[src/rtl/dda_lorenz_seq.sv]
// Time-multiplexed forward-Euler Lorenz integrator: one shared multiplier, 8-cycle step, decimated valid.
// Define DDA_SAT_EN for saturating arithmetic with a sticky ovf flag; otherwise results wrap and ovf stays 0.
module dda_lorenz_seq #(
  parameter int W     = 16,
  parameter int FRAC  = 8,
  parameter int DECIM = 1
) (
  input  logic                clk,
  input  logic                rst,
  input  logic                en,
  input  logic                load,
  input  logic signed [W-1:0] icx,
  input  logic signed [W-1:0] icy,
  input  logic signed [W-1:0] icz,
  input  logic signed [W-1:0] sigma,
  input  logic signed [W-1:0] beta,
  input  logic signed [W-1:0] rho,
  input  logic signed [W-1:0] dt,
  output logic signed [W-1:0] x,
  output logic signed [W-1:0] y,
  output logic signed [W-1:0] z,
  output logic                valid,
  output logic                busy,
  output logic                ovf
);

  localparam int CW = (DECIM > 1) ? $clog2(DECIM) : 1;

  typedef enum logic [1:0] {IDLE, CALC, UPDATE} state_t;

  state_t              state;
  logic [2:0]          phase;
  logic [CW-1:0]       cnt;
  logic signed [W-1:0] sh_sigma, sh_beta, sh_rho, sh_dt;
  logic signed [W-1:0] a_r, b_r, c_r, d_r;

`ifdef DDA_SAT_EN
  localparam logic signed [W-1:0] SMAX = {1'b0, {(W-1){1'b1}}};
  localparam logic signed [W-1:0] SMIN = {1'b1, {(W-1){1'b0}}};

  function automatic logic signed [W-1:0] add_n(input logic signed [W-1:0] p,
                                                 input logic signed [W-1:0] q,
                                                 input logic neg, output logic clip);
    logic signed [W:0] s;
    s = neg ? ({p[W-1], p} - {q[W-1], q}) : ({p[W-1], p} + {q[W-1], q});
    clip = (s[W] != s[W-1]);
    add_n = clip ? (s[W] ? SMIN : SMAX) : s[W-1:0];
  endfunction

  function automatic logic signed [W-1:0] mul_n(input logic signed [2*W-1:0] p,
                                                 output logic clip);
    logic signed [2*W-1:0] sh;
    sh = p >>> FRAC;
    clip = (sh[2*W-1:W-1] != '0) && (sh[2*W-1:W-1] != '1);
    mul_n = clip ? (sh[2*W-1] ? SMIN : SMAX) : sh[W-1:0];
  endfunction
`else
  function automatic logic signed [W-1:0] add_n(input logic signed [W-1:0] p,
                                                 input logic signed [W-1:0] q,
                                                 input logic neg, output logic clip);
    clip = 1'b0;
    add_n = neg ? (p - q) : (p + q);
  endfunction

  function automatic logic signed [W-1:0] mul_n(input logic signed [2*W-1:0] p,
                                                 output logic clip);
    clip = 1'b0;
    mul_n = W'(p >>> FRAC);
  endfunction
`endif

  logic signed [W-1:0]   op_a, op_b, mul_res, nx, ny, nz;
  logic signed [2*W-1:0] prod;
  logic                  sub_clip, mul_clip, clip_calc, cx, cy, cz, clip_upd;

  // Operand mux for the single multiplier; phases 4-6 reuse a_r/b_r/c_r for the deltas.
  always_comb begin
    op_a     = '0;
    op_b     = '0;
    sub_clip = 1'b0;
    case (phase)
      3'd0: begin op_a = sh_sigma; op_b = add_n(y, x, 1'b1, sub_clip);       end
      3'd1: begin op_a = x;        op_b = add_n(sh_rho, z, 1'b1, sub_clip);  end
      3'd2: begin op_a = x;        op_b = y;                                 end
      3'd3: begin op_a = sh_beta;  op_b = z;                                 end
      3'd4: begin op_a = sh_dt;    op_b = a_r;                               end
      3'd5: begin op_a = sh_dt;    op_b = add_n(b_r, y, 1'b1, sub_clip);     end
      3'd6: begin op_a = sh_dt;    op_b = add_n(c_r, d_r, 1'b1, sub_clip);   end
      default: ;
    endcase
    prod      = op_a * op_b;
    mul_res   = mul_n(prod, mul_clip);
    clip_calc = sub_clip | mul_clip;
  end

  always_comb begin
    nx       = add_n(x, a_r, 1'b0, cx);
    ny       = add_n(y, b_r, 1'b0, cy);
    nz       = add_n(z, c_r, 1'b0, cz);
    clip_upd = cx | cy | cz;
  end

  assign busy = (state != IDLE);

  always_ff @(posedge clk or posedge rst) begin
    if (rst) begin
      state    <= IDLE;
      phase    <= '0;
      cnt      <= '0;
      x        <= '0;
      y        <= '0;
      z        <= '0;
      valid    <= 1'b0;
      ovf      <= 1'b0;
      sh_sigma <= '0;
      sh_beta  <= '0;
      sh_rho   <= '0;
      sh_dt    <= '0;
      a_r      <= '0;
      b_r      <= '0;
      c_r      <= '0;
      d_r      <= '0;
    end else if (load) begin
      x     <= icx;
      y     <= icy;
      z     <= icz;
      state <= IDLE;
      phase <= '0;
      cnt   <= '0;
      ovf   <= 1'b0;
      valid <= 1'b0;
    end else begin
      valid <= 1'b0;
      case (state)
        IDLE: begin
          if (en) begin
            sh_sigma <= sigma;
            sh_beta  <= beta;
            sh_rho   <= rho;
            sh_dt    <= dt;
            phase    <= '0;
            state    <= CALC;
          end
        end
        CALC: begin
          case (phase)
            3'd0, 3'd4: a_r <= mul_res;
            3'd1, 3'd5: b_r <= mul_res;
            3'd2, 3'd6: c_r <= mul_res;
            3'd3:       d_r <= mul_res;
            default: ;
          endcase
          ovf <= ovf | clip_calc;
          if (phase == 3'd6) state <= UPDATE;
          else phase <= phase + 3'd1;
        end
        UPDATE: begin
          x   <= nx;
          y   <= ny;
          z   <= nz;
          ovf <= ovf | clip_upd;
          if (cnt == CW'(DECIM - 1)) begin
            cnt   <= '0;
            valid <= 1'b1;
          end else begin
            cnt <= cnt + 1'b1;
          end
          phase <= '0;
          if (en) begin
            sh_sigma <= sigma;
            sh_beta  <= beta;
            sh_rho   <= rho;
            sh_dt    <= dt;
            state    <= CALC;
          end else begin
            state <= IDLE;
          end
        end
        default: state <= IDLE;
      endcase
    end
  end

endmodule

[config.mk]
export PLATFORM = sky130hd
export DESIGN_NAME = dda_lorenz_seq
export DESIGN_NICKNAME = d
export VERILOG_FILES = /design/src/rtl/dda_lorenz_seq.sv
export SDC_FILE = /design/constraint.sdc
export NUM_CORES = 1
export LEC_CHECK = 0
export CORE_ASPECT_RATIO = 0.8
export CORE_MARGIN = 2
export CORE_UTILIZATION = 45
export DETAILED_ROUTE_END_ITERATION = 7
export PLACE_DENSITY_LB_ADDON = 0.3
export SLEW_MARGIN = 20
export SYNTH_ARGS = -nofsm -noshare
export SYNTH_HDL_FRONTEND = slang
export SYNTH_SLANG_ARGS = --single-unit
[constraint.sdc]
create_clock -name clk -period 17.93 [get_ports clk]
set_input_delay 4.4825 -clock clk [delete_from_list [all_inputs] [get_ports clk]]
set_output_delay 4.4825 -clock clk [all_outputs]
set_load 0.05 [all_outputs]
==> results by group, run 1 <==
Logic synthesis
  • Synthesized Nets: 2807
  • Post-synthesis async set-or-reset flop share: 1.00
  • Synth cell types: 84
  • Post-Syn Instances: 2311
  • Post-Syn Area: 0.0203 mm²
  • Synth Register Bits: 182
  • EDFF count, synth: 0
  • YS warnings: 0
  • Ys flop type: dfrtp_1
  • Register area share after synthesis: 0.224
  • Synth Area per Inst: 8.80 µm²

Drt
  • Avg WL per Cell: 20.9 µm
  • DR top layer: met5
  • 1st-iter DRT viols: 1495
  • Initial DRT Pass Iterations: 6
  • Met3 wire length: 5100 µm
  • Post-Route WL: 63900 µm
  • Vias post-DR: 17400
  • Metal-1 WL: 28700 µm
  • Metal2 WL: 28800 µm
  • Routed Antenna Nets: 0
  • Via/cell ratio: 5.70
  • DRC: 0

Place
  • Final GP Congestion: 0.960
  • Dpl hpwl: 50700 µm
  • I/O Buffers: 165
  • Post-Place Worst Slack: 8000 ps

Flow run
  • Max Cap Viol: 0

Setup path
  • Critical-path top delay cell: a221oi_1
  • Cell mode on critical path: fa_1
  • Reg2reg start: phase[2]
  • WP data arrival: 9920 ps
  • CP Class: reg -> reg
  • CP required: 18330 ps
  • Reg-to-reg critical path endpoint: d_r[15]
  • Reg2Reg Depth: 28
  • CP max stage delay: 830 ps
  • Element type at the critical path start: register
  • Worst-path fanout max: 22
  • Crit path capture type: register
  • Worst reg2reg setup slack: 8410 ps

Clock network
  • Setup Buffers After CTS: 0
  • # resized after CTS: 0
  • CTS Buf Count: 17
  • Clk slew on worst S/H paths: 80 ps
  • CTS Hold Buffers Added: 0
  • CTS Buffer Depth: 2
  • # H-tree levels: 4
  • Clock Latency Late Sink: 490 ps
  • CTS tree: done
  • CTS Root Buffer Type: clkbuf_16
  • CTS Sinks: 182

STA
  • Fin crit share: 0.531
  • Final WS setup: 8410 ps
  • Setup tns final: 0 ps
  • Rel. slew slack: 0.220
  • Fmax: 105 MHz
  • RSZ-0062 raised after global routing: false
  • Worst Tran Pin Value: 1170 ps
  • Hold Fails Final Rpt: 0
  • Final Max Slew Viols: 0
  • Setup-failing EPs final: 0
  • Layout Skew: 17.3 ps
  • Crit path time final: 9520 ps

Global route
  • Number of global-route vias before repair: 17400
  • First-pass GRT wire length: 100000 µm
  • GR Overflow Total: 0
  • Tot GR Track Use: 0.276
  • Largest net degree at the start of global routing: 131
  • Initial antenna violation count: 1

Floorplan
  • Rows: 69
  • Die span in x: 242 µm
  • Io pins: 167
  • Die area: 0.0469 mm²
  • Core area: 0.0445 mm²
  • Starting Density: 0.457
  • Die height: 194 µm

Finish
  • Ant. Diodes: 0
  • Fill count: 4167
  • Final net count: 2935
  • Layout cell share with drive strength beyond 1: 0.0653
  • Area grow syn2layout: 14.4%

Min path
  • Hold crit path type: reg -> reg
  • Sink of the worst hold path: d_r[4]
  • Hold depth: 2
  • Worst hold path startpoint: d_r[4]

Outcome
  • Status: completed
-- cells in the mapped netlist, types with 16 or more instances --
cell type,n,share of area
xor2_1,22,0.0095
nor2b_1,16,0.0049
fa_1,193,0.19
mux2_2,63,0.035
and3_1,17,0.0052
a221oi_1,20,0.0086
o21ai_0,176,0.043
nand2b_1,26,0.0080
dfrtp_1,182,0.22
xnor2_1,71,0.031
a221o_1,18,0.0089
or3_1,17,0.0052
nor3_1,30,0.0074
ha_1,187,0.12
inv_1,359,0.066
a21oi_1,115,0.028
clkbuf_1,76,0.014
mux2i_1,17,0.0084
a31oi_1,22,0.0068
o21ai_1,19,0.0047
and2_1,25,0.0077
a22o_1,17,0.0073
a21o_1,22,0.0081
nor2_1,132,0.024
nand2_1,270,0.050
-- metrics by stage --
step	utilization	area (µm²)	hold slack, ps	std cells
6_report	0.523	23300	484	3055
3_3_place_gp	0.510	22700	462	3022
3_5_place_dp	0.510	22700	470	3022
5_1_grt	0.523	23300	512	3055
4_1_cts	0.523	23200	487	3054
2_1_floorplan	-	20300	450	2311
-- state kept, by name, summed over array words and instances (netlist names) --
name	cells
b_r	16
sh_dt	16
state	2
c_r	16
d_r	16
sh_sigma	16
sh_rho	16
a_r	16
y	16
sh_beta	16
z	16
valid	1
x	16
phase	3
-- area by class of cell --
| cell class | count | area [µm²] | area share |
|---|---|---|---|
| Tap cell | 603 | 754 | 0.0324 |
| Clock inverter | 15 | 156 | 0.00673 |
| Clock buffer | 17 | 425 | 0.0183 |
| Inverter | 360 | 1360 | 0.0584 |
| Timing Repair Buffer | 199 | 1900 | 0.0818 |
| Multi-Input combinational cell | 1679 | 14100 | 0.606 |
| Sequential cell | 182 | 4550 | 0.196 |
-- layer usage --
| layer | global-route usage | up-vias |
|---|---|---|
| met3 | 0.0609 | 78 |
| met1 | 0.389 | 8675 |
| met2 | 0.428 | 647 |
| li1 | - | 8004 |
| met4 | 0.0748 | 2 |
| met5 | 0 | - |
-- how the worst max path moves through the flow --
stage | start | endpoint | cells past startpoint
detailed placement | z[0] | d_r[15] | 31
finish | phase[2] | d_r[15] | 28
global placement | z[0] | b_r[15] | 31
CTS | z[0] | d_r[15] | 31
global route | y[0] | d_r[15] | 32
floorplan | rst | a_r[0] | 1
-- worst max-delay path: cells and delay by family, from the launching register on --
family	cells	cell delay, ps
compound gates	10	3090
xor+xnor	1	350
fa+ha+maj	8	3870
buf+inv	7	1140
flops	1	600
simple gates	2	370
-- cells in the final DEF, fill, tap and decap left out, drive strengths merged, types with 18 or more instances in the layout --
master / instances
inv: 368
nand2: 270
o21ai: 196
fa: 193
ha: 187
dfrtp: 182
clkdlybuf4s50: 164
nor2: 132
a21oi: 116
xnor2: 71
mux2: 64
buf: 35
nor3: 30
nand2b: 26
and2: 25
a21o: 22
a31oi: 22
xor2: 22
a221oi: 21
a221o: 18
-- cell families after synthesis --
| kind of cell | after synthesis | share of synthesized area |
|---|---|---|
| simple gates | 598 | 0.135 |
| compound gates | 525 | 0.166 |
| xor+xnor | 94 | 0.0412 |
| other cells | 1 | 0.000184 |
| buf+inv | 450 | 0.0844 |
| fa+ha+maj | 380 | 0.305 |
| flops | 182 | 0.224 |
| mux | 81 | 0.0438 |
Power of run 1 is not shown: default switching activity piles up to over one toggle a cycle in this logic, so the estimate is an artifact.
==> inputs of run 2 (changes only) <==
==> constraint.sdc (replaced) <==
create_clock -name clk -period 9 [get_ports clk]
set_input_delay 2.25 -clock clk [delete_from_list [all_inputs] [get_ports clk]]
set_output_delay 2.25 -clock clk [all_outputs]
set_load 0.05 [all_outputs]
==> results by group, run 2 (synthesis results as in run 1) <==
Setup path
  • CP required: 9400 ps (was 18330 ps)
  • Crit path capture type: register (unchanged)
  • CP Class: reg -> reg (unchanged)
  • WP data arrival: 9080 ps (was 9920 ps)
  • Crit path from: c_r[0] (was phase[2])
  • Reg-to-reg critical path endpoint: d_r[15] (unchanged)
  • Worst-path fanout max: 12 (was 22)
  • Element type at the critical path start: register (unchanged)
  • Worst setup path endpoint: d_r[15] (unchanged)
  • Reg2Reg Depth: 33 (was 28)
  • CP max stage delay: 530 ps (was 830 ps)
  • Reg2reg start: c_r[0] (was phase[2])
  • Cell mode on critical path: fa_1 (unchanged)
  • Worst reg2reg setup slack: 310 ps (was 8410 ps)
  • Critical-path top delay cell: fa_1 (was a221oi_1)

Clock network
  • CTS tree: done (unchanged)
  • CTS Sinks: 182 (unchanged)
  • Clk slew on worst S/H paths: 80 ps (about the same)
  • CTS Root Buffer Type: clkbuf_16 (unchanged)
  • Clock Latency Late Sink: 480 ps (was 490 ps)
  • CTS Buf Count: 17 (unchanged)
  • # H-tree levels: 4 (unchanged)
  • CTS Buffer Depth: 2 (unchanged)

Global route
  • Tot GR Track Use: 0.278 (was 0.276)
  • Largest net degree at the start of global routing: 106 (was 131)
  • GR Overflow Total: 0 (unchanged)
  • First-pass GRT wire length: 102000 µm (was 100000 µm)
  • Initial antenna violation count: 2 (was 1)
  • Number of global-route vias before repair: 17900 (was 17400)

Drt
  • Via/cell ratio: 5.71 (was 5.70)
  • Routed Antenna Nets: 0 (unchanged)
  • Initial DRT Pass Iterations: 7 (was 6)
  • Post-Route WL: 64400 µm (was 63900 µm)
  • DRC: 0 (unchanged)
  • 1st-iter DRT viols: 1739 (was 1495)
  • Avg WL per Cell: 20.7 µm (was 20.9 µm)
  • Vias post-DR: 17800 (was 17400)

STA
  • Crit path time final: 8690 ps (was 9520 ps)
  • Final Max Slew Viols: 0 (unchanged)
  • RSZ-0062 raised after global routing: false (unchanged)
  • Rel. slew slack: 0.310 (was 0.220)
  • Layout Skew: 21.1 ps (was 17.3 ps)
  • Worst Tran Pin Value: 1030 ps (was 1170 ps)
  • Setup-failing EPs final: 0 (unchanged)
  • Fin crit share: 0.965 (was 0.531)
  • Hold Fails Final Rpt: 0 (unchanged)
  • Fmax: 115 MHz (was 105 MHz)

Finish
  • Commonest cells after routing, fill and taps aside: inv_1, nand2_1, fa_1 (unchanged)
  • Most common cell after layout, fill and taps aside: inv_1 (unchanged)
  • Final net count: 2989 (was 2935)
  • Fill count: 4124 (was 4167)
  • Cell Count, Final, Fillers Out: 3111 (was 3055)
  • Area grow syn2layout: 16.9% (was 14.4%)
  • Layout cell share with drive strength beyond 1: 0.0902 (was 0.0653)

Floorplan
  • Core area: 0.0445 mm² (unchanged)
  • Die height: 194 µm (unchanged)
  • Die span in x: 242 µm (unchanged)
  • Die area: 0.0469 mm² (unchanged)
  • Starting Density: 0.457 (unchanged)
  • Rows: 69 (unchanged)
  • Io pins: 167 (unchanged)

Min path
  • Hold crit path type: reg -> reg (unchanged)

Place
  • I/O Buffers: 165 (unchanged)
  • Dpl hpwl: 52000 µm (was 50700 µm)
  • Dpl cells: 3074 (was 3022)
  • Final GP Congestion: 0.938 (was 0.960)

Flow run
  • Max Cap Viol: 0 (unchanged)

Outcome
  • Status: completed (unchanged)
==> run 2: repair_timing <==
item / 4_1_cts / 5_1_grt
endpoints found under the setup margin: 8 / 12
hold buffers: 0 / 0
buffers inserted: 0 / 1
pin swaps: 0 / 2
cloned: 0 / 0
resized for setup: 3 / 14
==> run 2: final cells by class <==
cell class | count | area (µm²) | area share
multi-input combinational | 1679 | 14200 | 0.595
sequential | 182 | 4560 | 0.192
timing repair buffer | 253 | 2360 | 0.0991
inverter | 360 | 1360 | 0.0572
tap | 603 | 754 | 0.0317
clock buffer | 17 | 425 | 0.0179
clock inverter | 15 | 160 | 0.00674
antenna | 2 | 5.00 | 0.000211
==> run 2: worst min path at each step <==
stage / startpoint / end / slack (ps) / cells after the start
after floorplan: d_r[10] / d_r[10] / 450 / 2
after global placement: d_r[7] / d_r[7] / 460 / 2
after detailed placement: d_r[7] / d_r[7] / 470 / 2
after CTS: d_r[7] / d_r[7] / 490 / 2
after global routing: d_r[4] / d_r[4] / 510 / 2
final: d_r[6] / d_r[6] / 490 / 2
==> run 2: critical path, delay by kind of cell, from the launching register on <==
| kind | cells | cell delay, ps |
|---|---|---|
| xor gates and xnor gates | 2 | 540 |
| adders and majority gates | 9 | 3770 |
| DFF | 1 | 410 |
| and+or+nand+nor | 3 | 590 |
| buffers and inverters | 7 | 550 |
| AOI/OAI and AO/OA | 12 | 2740 |
==> run 2: routing by layer <==
metal  global-route usage  routed length [µm]  vias up
met5                    0                   0        -
met4               0.0663                1270        0
met3               0.0500                5120       70
met2                0.431               28600      724
met1                0.403               29400     8864
li1                     -                   -     8116
==> run 2: per-stage QoR <==
step	util	setup WS (ps)	hold WS (ps)	instance area [µm²]	setup TNS [ps]
2_1_floorplan	-	421	450	20300	0
3_3_place_gp	0.519	122	462	23100	0
3_5_place_dp	0.519	-152	471	23100	-610
4_1_cts	0.532	51.0	487	23700	0
5_1_grt	0.534	4.45	512	23800	0
6_report	0.535	314	486	23800	0
Power of run 2 is left out for the same reason.
